--- config.mk ---
export PLATFORM = sky130hd
export DESIGN_NAME = mch_bit_dec
export DESIGN_NICKNAME = d
export VERILOG_FILES = /design/src/rtl/mch_pkg.sv /design/src/rtl/mch_sync_edge.sv /design/src/rtl/mch_bit_dec.sv
export SDC_FILE = /design/constraint.sdc
export NUM_CORES = 1
export LEC_CHECK = 0
export CAP_MARGIN = 20
export CORE_MARGIN = 8
export CORE_UTILIZATION = 45
export DETAILED_ROUTE_END_ITERATION = 6
export DONT_BUFFER_PORTS = 1
export SYNTH_ARGS = -nofsm -noshare
export SYNTH_HDL_FRONTEND = slang
export SYNTH_SLANG_ARGS = --single-unit
--- constraint.sdc ---
create_clock -name clk -period 2.4 [get_ports clk]
set_input_delay 0.48 -clock clk [delete_from_list [all_inputs] [get_ports clk]]
set_output_delay 0.48 -clock clk [all_outputs]
set_load 0.01 [all_outputs]
--- src/rtl/mch_pkg.sv ---
// Manchester line-code package, shared by the receive decoder and the transmit encoder.
package mch_pkg;

    // Receive framing states
    typedef enum logic [1:0] {
        IDLE_WAIT = 2'd0,
        ARMED     = 2'd1,
        FRAME     = 2'd2
    } mch_state_e;

    // A logic 1 is sent as a low-to-high mid-bit transition; the idle line sits high
    localparam logic MCH_ONE_RISE = 1'b1;
    localparam logic MCH_IDLE_LVL = 1'b1;

    // Earliest cycle count (3Q) at which an edge is treated as a mid-bit edge
    function automatic int mch_win_lo(input int bit_cyc);
        return 3 * (bit_cyc / 4);
    endfunction

    // Latest cycle count (5Q) at which an edge is still a mid-bit edge
    function automatic int mch_win_hi(input int bit_cyc);
        return 5 * (bit_cyc / 4);
    endfunction

endpackage

--- src/rtl/mch_sync_edge.sv ---
// rxsd front end: 2-flop synchroniser, optional 3-sample glitch filter, rise/fall detect.
// Macro MCH_GLITCH_FILT_EN inserts the filter (edge latency grows by 2 cycles).
module mch_sync_edge
    import mch_pkg::*;
(
    input  logic clk,
    input  logic rst,
    input  logic rxsd,
    output logic s,
    output logic rise,
    output logic fall
);

    logic s1_q;
    logic s2_q;
    logic prev_lvl;

    // Two-stage synchroniser for the asynchronous line, resting at the idle level
    always_ff @(posedge clk) begin
        if (rst) begin
            s1_q <= MCH_IDLE_LVL;
            s2_q <= MCH_IDLE_LVL;
        end else begin
            s1_q <= rxsd;
            s2_q <= s1_q;
        end
    end

`ifdef MCH_GLITCH_FILT_EN
    logic h1_q;
    logic h2_q;
    logic lvl_q;
    logic lvl_d;

    // Filtered level moves only once three consecutive samples agree
    always_comb begin
        lvl_d = lvl_q;
        if (s2_q && h1_q && h2_q) begin
            lvl_d = 1'b1;
        end else if (!s2_q && !h1_q && !h2_q) begin
            lvl_d = 1'b0;
        end
    end

    // Sample history and held filtered level (lvl_q doubles as the edge register)
    always_ff @(posedge clk) begin
        if (rst) begin
            h1_q  <= MCH_IDLE_LVL;
            h2_q  <= MCH_IDLE_LVL;
            lvl_q <= MCH_IDLE_LVL;
        end else begin
            h1_q  <= s2_q;
            h2_q  <= h1_q;
            lvl_q <= lvl_d;
        end
    end

    assign s        = lvl_d;
    assign prev_lvl = lvl_q;
`else
    logic prev_q;

    // Edge-detect register holding the previous synchronised level
    always_ff @(posedge clk) begin
        if (rst) begin
            prev_q <= MCH_IDLE_LVL;
        end else begin
            prev_q <= s2_q;
        end
    end

    assign s        = s2_q;
    assign prev_lvl = prev_q;
`endif

    assign rise = s & ~prev_lvl;
    assign fall = ~s & prev_lvl;

endmodule

--- src/rtl/mch_bit_dec.sv ---
// Manchester receive front end: recovers data bits from mid-bit transition timing and
// marks frame start/end. Optional macro MCH_GLITCH_FILT_EN enables the rxsd glitch filter.
module mch_bit_dec
    import mch_pkg::*;
#(
    parameter int BIT_CYC  = 1000,
    parameter int IDLE_CYC = 2000,
    parameter int CNT_W    = 12
) (
    input  logic       clk,
    input  logic       rst,
    input  logic       rxsd,
    output logic       bit_o,
    output logic       bit_vld,
    output logic       sof,
    output logic       eof,
    output logic       err,
    output logic [7:0] bit_cnt,
    output logic       busy
);

    localparam int IDLE_W = $clog2(IDLE_CYC + 1);
    localparam logic [CNT_W-1:0]  WIN_LO   = CNT_W'(mch_win_lo(BIT_CYC));
    localparam logic [CNT_W-1:0]  WIN_HI   = CNT_W'(mch_win_hi(BIT_CYC));
    localparam logic [IDLE_W-1:0] IDLE_TGT = IDLE_W'(IDLE_CYC);

    logic s;
    logic rise;
    logic fall;

    mch_sync_edge u_sync (
        .clk  (clk),
        .rst  (rst),
        .rxsd (rxsd),
        .s    (s),
        .rise (rise),
        .fall (fall)
    );

    mch_state_e        state_q,   state_d;
    logic [CNT_W-1:0]  cnt_q,     cnt_d;
    logic [IDLE_W-1:0] idle_q,    idle_d;
    logic              bnd_q,     bnd_d;
    logic              bit_o_q,   bit_o_d;
    logic              bit_vld_q, bit_vld_d;
    logic              sof_q,     sof_d;
    logic              eof_q,     eof_d;
    logic              err_q,     err_d;
    logic [7:0]        bit_cnt_q, bit_cnt_d;

    // elapsed counts the current cycle too, so an edge N cycles after the last
    // mid-bit edge is judged against N
    logic [CNT_W-1:0]  elapsed;
    logic [IDLE_W-1:0] idle_nx;

    // Next-state and strobe logic for idle qualification, start detect and bit timing
    always_comb begin
        state_d   = state_q;
        cnt_d     = cnt_q;
        idle_d    = idle_q;
        bnd_d     = bnd_q;
        bit_o_d   = bit_o_q;
        bit_cnt_d = bit_cnt_q;
        bit_vld_d = 1'b0;
        sof_d     = 1'b0;
        eof_d     = 1'b0;
        err_d     = 1'b0;
        elapsed   = cnt_q + CNT_W'(1);
        idle_nx   = idle_q + IDLE_W'(1);

        case (state_q)
            IDLE_WAIT: begin
                if (s == MCH_IDLE_LVL) begin
                    if (idle_nx >= IDLE_TGT) begin
                        state_d = ARMED;
                        idle_d  = '0;
                    end else begin
                        idle_d = idle_nx;
                    end
                end else begin
                    idle_d = '0;
                end
            end

            ARMED: begin
                // Falling edge here is the mid-bit transition of the start bit
                if (fall) begin
                    sof_d     = 1'b1;
                    bit_cnt_d = '0;
                    cnt_d     = '0;
                    bnd_d     = 1'b0;
                    state_d   = FRAME;
                end
            end

            FRAME: begin
                if ((rise || fall) && (elapsed <= WIN_HI)) begin
                    if (elapsed < WIN_LO) begin
                        // Early edge: one boundary edge per bit is legal, a second is a violation
                        if (bnd_q) begin
                            eof_d   = 1'b1;
                            err_d   = 1'b1;
                            state_d = IDLE_WAIT;
                            idle_d  = '0;
                        end else begin
                            bnd_d = 1'b1;
                            cnt_d = elapsed;
                        end
                    end else begin
                        bit_vld_d = 1'b1;
                        bit_o_d   = rise ? MCH_ONE_RISE : ~MCH_ONE_RISE;
                        if (bit_cnt_q != 8'hFF) begin
                            bit_cnt_d = bit_cnt_q + 8'd1;
                        end
                        cnt_d = '0;
                        bnd_d = 1'b0;
                    end
                end else if (elapsed > WIN_HI) begin
                    // No mid-bit edge in the window: frame over, clean only if line is back at idle
                    eof_d   = 1'b1;
                    err_d   = (s != MCH_IDLE_LVL);
                    state_d = IDLE_WAIT;
                    idle_d  = '0;
                end else begin
                    cnt_d = elapsed;
                end
            end

            default: begin
                state_d = IDLE_WAIT;
                idle_d  = '0;
            end
        endcase
    end

    // State, counters and registered outputs
    always_ff @(posedge clk) begin
        if (rst) begin
            state_q   <= IDLE_WAIT;
            cnt_q     <= '0;
            idle_q    <= '0;
            bnd_q     <= 1'b0;
            bit_o_q   <= 1'b0;
            bit_vld_q <= 1'b0;
            sof_q     <= 1'b0;
            eof_q     <= 1'b0;
            err_q     <= 1'b0;
            bit_cnt_q <= '0;
        end else begin
            state_q   <= state_d;
            cnt_q     <= cnt_d;
            idle_q    <= idle_d;
            bnd_q     <= bnd_d;
            bit_o_q   <= bit_o_d;
            bit_vld_q <= bit_vld_d;
            sof_q     <= sof_d;
            eof_q     <= eof_d;
            err_q     <= err_d;
            bit_cnt_q <= bit_cnt_d;
        end
    end

    assign bit_o   = bit_o_q;
    assign bit_vld = bit_vld_q;
    assign sof     = sof_q;
    assign eof     = eof_q;
    assign err     = err_q;
    assign bit_cnt = bit_cnt_q;
    assign busy    = (state_q == FRAME);

endmodule

Word level (Yosys, flattened, before mapping)
Index checks and enable logic that the tools add are counted.
{"block": "op_classes", "n_addsub": 3, "magnitude_cmp": 4, "eq_ne": 14, "muxes": 39, "n_bitwise": 8, "reduce_logical": 13}
{"cell": "11-bit 2-to-1 mux", "count": 6}
{"cell": "12-bit 2-to-1 mux", "count": 5}
{"cell": "11-bit case mux with 3 select lines", "count": 1}
{"cell": "8-bit 2-to-1 mux", "count": 4}
{"cell": "12-bit case mux with 2 select lines", "count": 1}
{"cell": "8-bit case mux with 2 select lines", "count": 1}
{"cell": "2-bit 2-to-1 mux", "count": 7}
{"cell": "12-bit by 1-bit adder with 12-bit output, second input constant", "count": 1}
{"cell": "12-bit by 11-bit > comparator with 1-bit output, second input constant", "count": 1}
{"cell": "12-bit by 11-bit less-or-equal comparator with 1-bit output, second input constant", "count": 1}
{"cell": "12-bit by 10-bit less-than comparator with 1-bit output, second input constant", "count": 1}
{"cell": "1-bit 2-to-1 mux", "count": 12}
{"cell": "11-bit by 1-bit adder with 11-bit output, second input constant", "count": 1}
{"cell": "11-bit greater-or-equal comparator, second input constant", "count": 1}
{"cell": "8-bit by 1-bit adder with 8-bit output, second input constant", "count": 1}
{"cell": "8-bit != test, second input constant", "count": 1}
{"cell": "4-bit AND reduction", "count": 2}
{"cell": "2-bit by 1-bit != test with 1-bit output, second input constant", "count": 3}
{"cell": "2-bit != test, second input constant", "count": 3}
{"cell": "3-bit != test, second input constant", "count": 2}
{"cell": "1-bit NOT", "count": 6}
{"cell": "2-bit case mux with 3 select lines", "count": 1}
{"cell": "3-bit AND reduction", "count": 2}
{"cell": "6-bit AND reduction", "count": 1}
{"cell": "other kinds (14)", "count": 16}
{"block": "totals", "register_bits": 42, "input_bits": 3, "output_inout_bits": 14, "word_cells": 94}

Longest topological paths before layout
{"block": "depth", "depth_word": 6, "depth_mapped": 12, "depth_no_buf": 9}

By module
Synthesis repeated with hierarchy kept, for this count alone.
{"block": "unflattened", "hier_cells": 317, "hier_area_um2": 2519.9}
{"mod": "mch_bit_dec", "instances": 1, "cells_each": 309, "area_each_um2": 2427.3, "seq_area_each_um2": 780.7}
{"mod": "mch_sync_edge", "instances": 1, "cells_each": 8, "area_each_um2": 92.6, "seq_area_each_um2": 60.1}

Worst setup path before layout
Ideal clock, no wire load.
{"block": "synth_timing", "path_kind": "register to register", "start": "register cnt_q[0]", "end": "register cnt_q[7]", "setup_time_ns": 0.122, "arrival_time_ns": 2.486, "required_ns": 2.278, "slack_ns": -0.208, "stages_incl_launch_ff": 11, "path_buffers": 2, "period_less_slack_ns": 2.608, "path_cell_list": "dfxtp_1 -> ha_1 -> buf_2 -> nand3_2 -> buf_6 -> o31a_1 -> or2_0 -> a221oi_4 -> o211a_4 -> nor2_2 -> a221o_1"}
{"block": "synth_via", "elab_chain_len": 5, "elab_cells_between_ends": 13, "classes_between": "1 x add/sub; 3 x order compare; 2 x eq/ne; 5 x mux; 2 x reduce/logical"}
{"item": "start: declaration", "line_no": "mch_bit_dec.sv:41", "source": "logic [CNT_W-1:0] cnt_q, cnt_d;"}
{"item": "start signal: assignment", "line_no": "mch_bit_dec.sv:151", "source": "cnt_q <= cnt_d;"}
{"item": "12-bit by 1-bit adder with 12-bit output *", "line_no": "mch_bit_dec.sv:68", "source": "elapsed = cnt_q + CNT_W'(1);"}
{"item": "12-bit by 11-bit less-or-equal comparator with 1-bit output, or another cell as far along", "line_no": "mch_bit_dec.sv:97", "source": "if ((rise || fall) && (elapsed <= WIN_HI)) begin"}
{"item": "1-bit logical AND or 12-bit 2-to-1 mux (tied branches)", "line_no": "mch_bit_dec.sv:97, mch_bit_dec.sv:98"}
{"item": "4-bit != test (no line), or another cell as far along"}
{"item": "4-bit AND reduction (no line) or 12-bit case mux with 2 select lines (tied branches)"}
Every way passes the cells marked *; elsewhere a longest branch is shown, timed or not. The select of a mux whose other input is x is not followed.
A chain may end at the register's enable or synchronous reset.

Worst setup path after layout
{"block": "layout_timing", "start": "register cnt_q[1]", "end": "register idle_q[6]"}
{"block": "layout_via", "elab_chain_len": 5, "elab_cells_between_ends": 11, "classes_between": "1 x add/sub; 3 x order compare; 3 x eq/ne; 2 x mux; 2 x reduce/logical"}
{"item": "12-bit by 1-bit adder with 12-bit output *", "line_no": "mch_bit_dec.sv:68"}
{"item": "12-bit by 11-bit less-or-equal comparator with 1-bit output", "line_no": "mch_bit_dec.sv:97"}
{"item": "1-bit logical AND", "line_no": "mch_bit_dec.sv:97"}
{"item": "3-bit by 2-bit != test with 1-bit output (no line), or another cell as far along"}
{"item": "4-bit AND reduction (no line) or 11-bit case mux with 3 select lines (tied branches)"}
{"item": "end signal: assignment", "line_no": "mch_bit_dec.sv:152", "source": "idle_q <= idle_d;"}
{"item": "end: declaration", "line_no": "mch_bit_dec.sv:42", "source": "logic [IDLE_W-1:0] idle_q, idle_d;"}
Every way passes the cells marked *; elsewhere a longest branch is shown, timed or not.

==> reports/qor.csv <==
stage,metric,value,unit
outcome,outcome,"finished, violations left",
outcome,violations,setup timing,
worst_setup_path,path_class,reg2reg,
synth,synth_edf_count,0,
timing,min_period,2.58,ns
floorplan,initial_core_util,46.9,%
placement,placed_area,3110,µm²
placement,dp_hpwl,4.75,mm
global_route,antenna_found_initial,0,
worst_setup_path,critPathRequiredTime,2.60,ns
global_route,grt_pass1_vias,2489,
min_path,min_path_type,in2reg,
min_path,hold_depth,1,
cells_and_area,drive_gt1_share,39.9,%
synth,ys_warn_count,0,
floorplan,die_w,92.3,µm
synth,synth_cells,306,
synth,synth_top_family_by_area,compound AO/OA/AOI/OAI gates,
floorplan,dieArea,8510,µm²
synth,synth-simple-area-share,27.4,%
clock_tree,cts_tree,done,
timing,rsz0062_at_grt,true,
run,cap_violations,0,
synth,ys.flop_type,dfxtp_1,
pwr,p_comb_share,3.0,%
global_route,grt_start_max_net_pins,22,
timing,max_slew_margin,54.3,%
global_route,track_usage,16.9,%
clock_tree,cts_root_buffer,clkbuf_8,
clock_tree,worstSkewPairLatency,0.29,ns
placement,gp_congestion,0.821,
timing,fmax,0.388,GHz
drt,first_iter_violations,109,
synth,avgSynthCellArea,8.55,µm²
drt,drt_pass1_iterations,4,
pwr,clock_power_share,38.9,%
floorplan,die_h,92.3,µm
floorplan,ioPinCount,17,
worst_setup_path,rr_worst_depth,11,
synth,synth_fp_nets,314,
floorplan,placementRows,27,
clock_tree,clock_sink_count,42,
cells_and_area,finalNonFillerCells,435,
timing,setup_viol,34,
pwr,pwr-share-seq,58.1,%
cells_and_area,nets,370,
drt,via_per_inst,5.81,
worst_setup_path,crit_path_start_kind,flop,
pwr,p_switching,0.000267,W
timing,setup_slack,-0.177,ns
synth,ys_seq_area_share,32.1,%
synth,synth_seq_cells,42,
cells_and_area,fin_area,3540,µm²
synth,synth_fa_ha_area_share,2.39,%
worst_setup_path,end_kind,flop,
synth,synth.distinct_cells,68,
cells_and_area,diodes,0,
drt,wl_per_cell,16.3,µm
drt,drc,0,
synth,synth-xor-area-share,1.67,%
drt,route.vias.total,2526,
global_route,globalRoute.totalOverflow,0,
pwr,power.density,342,nW/µm²
clock_tree,cts-hold-fix-buffers,0,
cells_and_area,syn_to_final_growth,35.3,%
pwr,p_sw_share,22.0,%
synth,async_flop_share,0,%
timing,max_slew.worst_pin.slew,0.683,ns
floorplan,core,5570,µm²
timing,timing.clock.skew,0.00604,ns
clock_tree,clockBufferDepth,2,
timing,finalHoldViolCount,0,
timing,fin_crit_sh,107,%
worst_setup_path,reg2reg_to,idle_q[6]$_SDFFE_PP0P_,
clock_tree,htree_num_levels,2,
placement,dp_cells,419,
worst_setup_path,crit_end,idle_q[6]$_SDFFE_PP0P_,
worst_setup_path,critPathMaxFanout,11,
clock_tree,path_clk_slew,0.08,ns
timing,report.final.slew_viol_count,0,
worst_setup_path,r2r_start,cnt_q[1]$_SDFFE_PP0P_,
synth,netlist_area,2620,µm²
worst_setup_path,crit_start,cnt_q[1]$_SDFFE_PP0P_,
synth,synth_compound_area_share,28.7,%
drt,postRouteAntennaNets,0,
drt,routed_wl,7.09,mm
cells_and_area,final_util,63.5,%
worst_setup_path,rrSetupSlack,-0.18,ns
pwr,power_leakage,1.42,nW
placement,portBuffers,0,
synth,muxShareOfSynthArea,1.63,%
pwr,cellInternalPower,0.000945,W
pwr,vdd_drop_max,0.350,mV
worst_setup_path,cp.arrival,2.78,ns
placement,dpl_worst_slack,-0.343,ns
global_route,grt_pass1_wl,12.1,mm
clock_tree,numCtsBuffers,5,
## synth_stat cells (all sizes together) (4+ instances only)
| library cell | n | area share [%] |
|---|---|---|
| nor3 | 11 | 2.5 |
| nand2b | 7 | 1.7 |
| dfxtp | 42 | 32 |
| o211ai | 4 | 1.5 |
| and3 | 8 | 1.9 |
| a21oi | 23 | 4.4 |
| nor4 | 8 | 2.2 |
| buf | 14 | 3.5 |
| nor2 | 16 | 2.6 |
| inv | 11 | 1.6 |
| a31oi | 5 | 1.2 |
| nand3 | 19 | 4.0 |
| and2 | 4 | 0.96 |
| nand4 | 5 | 1.4 |
| nand2 | 28 | 4.0 |
| ha | 5 | 2.4 |
| or2 | 8 | 1.9 |
| clkbuf | 7 | 1.0 |
| a311oi | 9 | 4.9 |
| o21ai | 11 | 2.2 |
| o22ai | 4 | 0.96 |
## through the flow
step                      power (W)  TNS [ns]  hold WS (ns)
final                       0.00121     -2.80         0.242
after global routing        0.00125     -6.86         0.230
after CTS                   0.00123     -2.54         0.231
after detailed placement   0.000758     -6.21         0.396
after global placement     0.000757     -6.50         0.396
after floorplan            0.000753    -0.494         0.389
## how the worst min path moves through the flow
stage / slack (ns) / from / end
6_report: 0.24 / rst / cnt_q[10]$_SDFFE_PP0P_
5_1_grt: 0.23 / rst / idle_q[0]$_SDFFE_PP0P_
4_1_cts: 0.23 / rst / idle_q[0]$_SDFFE_PP0P_
3_5_place_dp: 0.40 / u_sync.s1_q$_SDFF_PP1_ / u_sync.s$_SDFF_PP1_
3_3_place_gp: 0.40 / u_sync.s1_q$_SDFF_PP1_ / u_sync.s$_SDFF_PP1_
2_1_floorplan: 0.39 / u_sync.s1_q$_SDFF_PP1_ / u_sync.s$_SDFF_PP1_
## cells by family after synthesis
logic type               count (synthesis)
AND/OR/NAND/NOR                        127
AO/OA/AOI/OAI                           91
flip-flops                              42
buffers and inverters                   32
XOR/XNOR                                 5
adder cells (fa/ha/maj)                  5
multiplexers                             4
## cell usage in the layout, fill, tap and decap left out, types with 4 or more instances in the layout
cell	instances
a21oi_1	20
a311oi_2	9
a31oi_1	5
and2_1	4
and3_1	8
buf_4	65
buf_6	4
clkbuf_8	6
dfxtp_1	33
dfxtp_2	6
ha_1	4
inv_1	11
nand2_1	28
nand2b_1	6
nand3_1	17
nand4_1	4
nor2_1	12
nor3_1	7
nor4_4	4
o21ai_0	4
o21ai_1	5
or2_2	6
## layer usage
metal,global-route usage [%],vias up,share of wire [%]
met5,0,-,0
met4,4.43,0,1.2
met3,3.67,8,3.7
met2,28.5,34,49
met1,21.1,1218,46
li1,-,1266,-
## layout make-up
class	instances	area [µm²]
Clock buffer	7	86.3
Inverter	11	41.3
Fill cell	481	2030
Clock inverter	1	5.00
Sequential cell	42	860
Timing Repair Buffer	70	553
Tap cell	72	90.1
Multi-Input combinational cell	232	1900
## power by group through the flow
stage	logic (W)	clock network, W	registers [W]
after CTS	0.0000353	0.000488	0.000705
after detailed placement	0.0000343	0	0.000724
final	0.0000365	0.000471	0.000704
after floorplan	0.0000305	0	0.000723
after global placement	0.0000334	0	0.000724
after global routing	0.0000411	0.000506	0.000706
## registers in the layout, indices dropped and copies added (netlist names), 2 cells and up
name / count
idle_q: 11
bit_cnt: 8
state_q: 2
cnt_q: 12
## critical path, stage by stage (launching register included)
cell      delay [ns]
dfxtp_4         0.37
ha_4            0.18
buf_4           0.16
inv_1           0.08
a31oi_1         0.10
o41a_1          0.39
o311a_4         0.41
nand3b_1        0.14
o211a_4         0.22
nor2_4          0.04
buf_12          0.15
a311oi_2        0.25
## repair_timing
action | 4_1_cts | 5_1_grt
gates resized for setup | 38 | 16
cloned | 0 | 0
pin swaps | 11 | 10
setup endpoints to repair | 35 | 37
hold endpoints to repair | 0 | 0
setup buffers | 7 | 3
Power figures use the tool's default switching activity.
